<file path="config.mk">
export PLATFORM = sky130hd
export DESIGN_NAME = stream_writer_core
export DESIGN_NICKNAME = d
export VERILOG_FILES = /design/src/rtl/stream_writer_core.sv
export SDC_FILE = /design/constraint.sdc
export NUM_CORES = 1
export LEC_CHECK = 0
export BUFFER_PORTS_ARGS = -buffer_cell sky130_fd_sc_hd__buf_2
export CORE_UTILIZATION = 54
export CTS_BUF_LIST = sky130_fd_sc_hd__clkbuf_8
export DETAILED_ROUTE_END_ITERATION = 6
export PLACE_DENSITY = 0.73
export SLEW_MARGIN = 25
export SYNTH_ARGS = -nofsm -noshare
export SYNTH_HDL_FRONTEND = slang
export SYNTH_SLANG_ARGS = --single-unit
</file>
<file path="constraint.sdc">
create_clock -name clk -period 2.6 [get_ports clk]
set_input_delay 0 -clock clk [delete_from_list [all_inputs] [get_ports clk]]
set_output_delay 0 -clock clk [all_outputs]
set_load 0.1 [all_outputs]
</file>
<file path="src/rtl/stream_writer_core.sv">
// Stream source: circular word buffer filled through a push port and replayed on a
// valid/ready master port. Define STREAM_WRITER_THROTTLE_EN for LFSR-driven valid gaps.
`timescale 1ns/1ps

module stream_writer_core #(
  parameter int unsigned WIDTH          = 32,
  parameter int unsigned MAX_BLOCK_SIZE = 32
) (
  input  logic                              clk,
  input  logic                              rst_n,
  input  logic [WIDTH-1:0]                  wr_data_i,
  input  logic                              wr_en_i,
  output logic                              wr_full_o,
  output logic [$clog2(MAX_BLOCK_SIZE):0]   count_o,
  input  logic [7:0]                        throttle_i,
  output logic                              idle_o,
  output logic [WIDTH-1:0]                  stream_m_data_o,
  output logic                              stream_m_valid_o,
  input  logic                              stream_m_ready_i
);

  localparam int unsigned AW = $clog2(MAX_BLOCK_SIZE);
  localparam int unsigned CW = AW + 1;

  logic [WIDTH-1:0] mem_q [MAX_BLOCK_SIZE];
  logic [AW-1:0]    wr_ptr_q, wr_ptr_d;
  logic [AW-1:0]    rd_ptr_q, rd_ptr_d;
  logic [CW-1:0]    count_q, count_d;
  logic             full_q, full_d;
  logic             valid_q, valid_d;
  logic [WIDTH-1:0] data_q, data_d;
  logic             gap;
  logic             push;
  logic             load;

`ifdef STREAM_WRITER_THROTTLE_EN
  // Galois LFSR, taps 16,14,13,11 (mask 0xB400), free-running every cycle.
  logic [15:0] lfsr_q, lfsr_d;

  always_comb begin
    lfsr_d = {1'b0, lfsr_q[15:1]};
    if (lfsr_q[0]) begin
      lfsr_d = lfsr_d ^ 16'hB400;
    end
  end

  always_ff @(posedge clk) begin
    if (!rst_n) begin
      lfsr_q <= 16'hACE1;
    end else begin
      lfsr_q <= lfsr_d;
    end
  end

  assign gap = (lfsr_q[7:0] < throttle_i);
`else
  logic unused_throttle;
  assign unused_throttle = ^throttle_i;
  assign gap             = 1'b0;
`endif

  assign push = wr_en_i & ~full_q;
  // A gap only blocks new loads; a word already presented stays until accepted.
  assign load = (~valid_q | stream_m_ready_i) & (count_q != '0) & ~gap;

  always_comb begin
    wr_ptr_d = wr_ptr_q;
    rd_ptr_d = rd_ptr_q;
    count_d  = count_q;
    valid_d  = valid_q;
    data_d   = data_q;

    if (push) begin
      wr_ptr_d = wr_ptr_q + AW'(1);
    end

    if (load) begin
      rd_ptr_d = rd_ptr_q + AW'(1);
      valid_d  = 1'b1;
      data_d   = mem_q[rd_ptr_q];
    end else if (valid_q && stream_m_ready_i) begin
      valid_d  = 1'b0;
    end

    case ({push, load})
      2'b10:   count_d = count_q + CW'(1);
      2'b01:   count_d = count_q - CW'(1);
      default: count_d = count_q;
    endcase

    full_d = (count_d == CW'(MAX_BLOCK_SIZE));
  end

  always_ff @(posedge clk) begin
    if (!rst_n) begin
      wr_ptr_q <= '0;
      rd_ptr_q <= '0;
      count_q  <= '0;
      full_q   <= 1'b0;
      valid_q  <= 1'b0;
      data_q   <= '0;
    end else begin
      wr_ptr_q <= wr_ptr_d;
      rd_ptr_q <= rd_ptr_d;
      count_q  <= count_d;
      full_q   <= full_d;
      valid_q  <= valid_d;
      data_q   <= data_d;
    end
  end

  always_ff @(posedge clk) begin
    if (rst_n && push) begin
      mem_q[wr_ptr_q] <= wr_data_i;
    end
  end

  assign wr_full_o        = full_q;
  assign count_o          = count_q;
  assign stream_m_valid_o = valid_q;
  assign stream_m_data_o  = data_q;
  assign idle_o           = (count_q == '0) & ~valid_q;

endmodule

</file>
==> qor.yml <==
status: "finished, violations left"
hold_viol: 0
ys_seq_area_share_pct: 76.9
io-pin-count: 85
finalInstanceArea_um2: 47800
vias: 20052
worst_setup_path_end_kind: "flop"
io_buffers: 76
clk_pin_slew_ps: 70
synth_area_leader_cell: "edfxtp_1"
drive_gt1_share_pct: 37.1
drc: 0
cts_tree: "yes"
syn_nets: 1858
cpLargestDelayFamily: "simple AND/OR/NAND/NOR gates"
cpPeakStageDelay_ps: 560
clk_latency_ps: 820
max_cap_violations: 0
cp-startpoint: "count_o[4]$_SDFF_PN0_"
crit_fanout: 3
clockRootBuffer: "clkbuf_8"
track_usage_pct: 24.6
die_area_um2: 77600
instances_no_fill: 3231
antenna_found_initial: 4
rr_startpoint: "count_o[4]$_SDFF_PN0_"
slew_violations: 0
drtIter0Drc: 1861
cts_buffers: 167
grt_pass1_vias: 20921
avgViaCountPerCell: 6.21
htree_levels: 4
relSlewSlack_pct: 60.1
nets: 2167
ir_drop_v: 0.000526
firstDrtPassIters: 5
synthArstFlopShare_pct: 0
cp_cell_sequence: "or4_4 > or3_4 > nand2_4 > xnor2_2 > ha_2 > a21oi_2 > nor2b_2 > mux2i_1 > o21a_1 > nor3_2 > and4_1"
layout_min_cycle_time_ps: 2700
crit_arrival_ps: 3420
synth_most_common_cell: "edfxtp_1"
grt_pass1_wl_um: 137000
yosysTopAreaCellShare_pct: 74.5
grt_max_degree: 57
setup_viol: 1
hold_depth: 3
start_kind: "flop"
cp_slowest_cell: "or4_4"
placed_area_um2: 44100
whs_ps: 205
die_y_um: 279
skew_ps: 45.6
initial_core_util_pct: 54.5
min_period_over_period_pct: 104
p_leak_uw: 0.0152
worst_slew_pin_slew_ps: 603
syn_area_um2: 41300
synthTopCellsByArea: "edfxtp_1 (74%), mux4_2 (16%), dfxtp_1 (2.4%)"
hold_path_startpoint: "rst_n"
syn_area_per_cell_um2: 22.9
violations: "negative setup slack"
cp.required_ps: 3330
synth_warnings: 0
wl_per_cell_um: 28.6
ys_ff_latch: 1074
r2r_cells: 11
rsz0062_at_grt: "yes"
timing.final.ws_setup_ps: -98.4
yosysUniqueCellTypes: 51
cts_num_sinks: 1074
power_density_nw_per_um2: 925
dp.cells: 2886
cts_buffer_depth: 3
die_w_um: 279
routed_wl_um: 92400
gp_congestion: 0.824
num_rows: 101
synthTopCellsByCount: "edfxtp_1 (1024), mux4_2 (288), mux2_2 (64), dfxtp_1 (50), nand2_1 (44)"
hpwl_um: 53100
crit_buf_inv: 0
cp.depth: 11
worstHoldPathType: "primary input to flop"
crit_type: "flop to flop"
fmax_ghz: 0.371
synth_top_flop_cell: "edfxtp_1"
synth_cells: 1807
globalRoute.totalOverflow: 0
area_delta_synth_final_pct: 15.7
ant_nets: 0
synth_edf_count: 1024
core_um2: 75800
setup_tns_ps: -98.4
[flip-flops by register name, indices dropped and copies added (netlist names)]
register	count
wr_full_o	1
count_o	6
stream_m_data_o	32
mem_q	1024
wr_ptr_q	5
rd_ptr_q	5
stream_m_valid_o	1
[area by class of cell]
| class | count | area [um^2] |
|---|---|---|
| Timing Repair Buffer | 242 | 2370 |
| Clock inverter | 122 | 693 |
| Antenna cell | 2 | 5.00 |
| Tap cell | 978 | 1220 |
| Sequential cell | 1074 | 31800 |
| Fill cell | 4945 | 28000 |
| Multi-Input combinational cell | 628 | 9210 |
| Clock buffer | 182 | 2500 |
| Inverter | 3 | 11.3 |
[metrics by stage]
step	util (%)	setup WS [ps]	total power [uW]
2_1_floorplan	-	-298	28300
3_3_place_gp	58.2	-63.5	30900
3_5_place_dp	58.2	-147	31100
4_1_cts	63.0	-35.3	44500
5_1_grt	63.0	-176	45900
6_report	63.0	-98.4	44200
[power by group]
group	total [uW]	switching, uW	internal, uW
Sequential	19600	288	19400
Combinational	11200	6050	5140
Clock	13400	6480	6910
Total	44200	12800	31400
[metal layers]
metal  global-route usage [%]  up-vias  part of all wire, %
li1                         -     8282                    -
met1                     33.5    10689                   40
met2                     40.6      924                   51
met3                     5.00      153                  7.5
met4                     7.48        4                  2.2
met5                        0        -                0.025
[kinds of logic after synthesis]
kind of cell | synth area share, %
AOI/OAI and AO/OA | 1.44
and+or+nand+nor | 2.10
adders and majority gates | 0.212
xor gates and xnor gates | 0.276
DFF | 76.9
buffers and inverters | 1.56
muxes | 17.5
[cell usage in the layout, fill, tap and decap left out, types with 4 or more instances in the layout]
cell type      count
a21oi_1            4
dfxtp_4            7
o31ai_1           33
mux4_2           288
nor2_1             6
nand4_1            4
nor2_4            34
buf_2             75
nor2b_1           39
nand2_1           43
bufinv_16          4
inv_8              5
mux2_2            64
inv_1             63
edfxtp_1        1024
xnor2_1            9
o22ai_1           34
inv_6              4
clkinv_1          30
buf_4             78
ha_1               5
dfxtp_1           40
buf_12            52
nand3_1            7
clkbuf_8         182
clkinv_2          12
and2_1             8
dlygate4sd3_1     37
[worst min-delay path, delay by kind of cell]
kind / cells / cell delay (ps)
buf+inv: 2 / 780
simple gates: 1 / 180
[path summary, 6_finish.rpt]
kind | slack (ps) | end
max | -100 | wr_full_o$_SDFF_PN0_
min | 200 | rd_ptr_q[2]$_SDFFE_PN0P_
min reg2reg | 460 | stream_m_data_o[16]$_SDFFE_PN0P_
max reg2reg | -100 | wr_full_o$_SDFF_PN0_
[timing repair]
| action | CTS | global route |
|---|---|---|
| pin swaps | 2 | 1 |
| resized for setup | 9 | 6 |
| hold endpoints to repair | 1074 | 0 |
| buffers inserted | 0 | 2 |
| hold buffers | 37 | 0 |
| endpoints found under the setup margin | 2 | 4 |
Note: power is estimated with default switching activity, not from simulation.
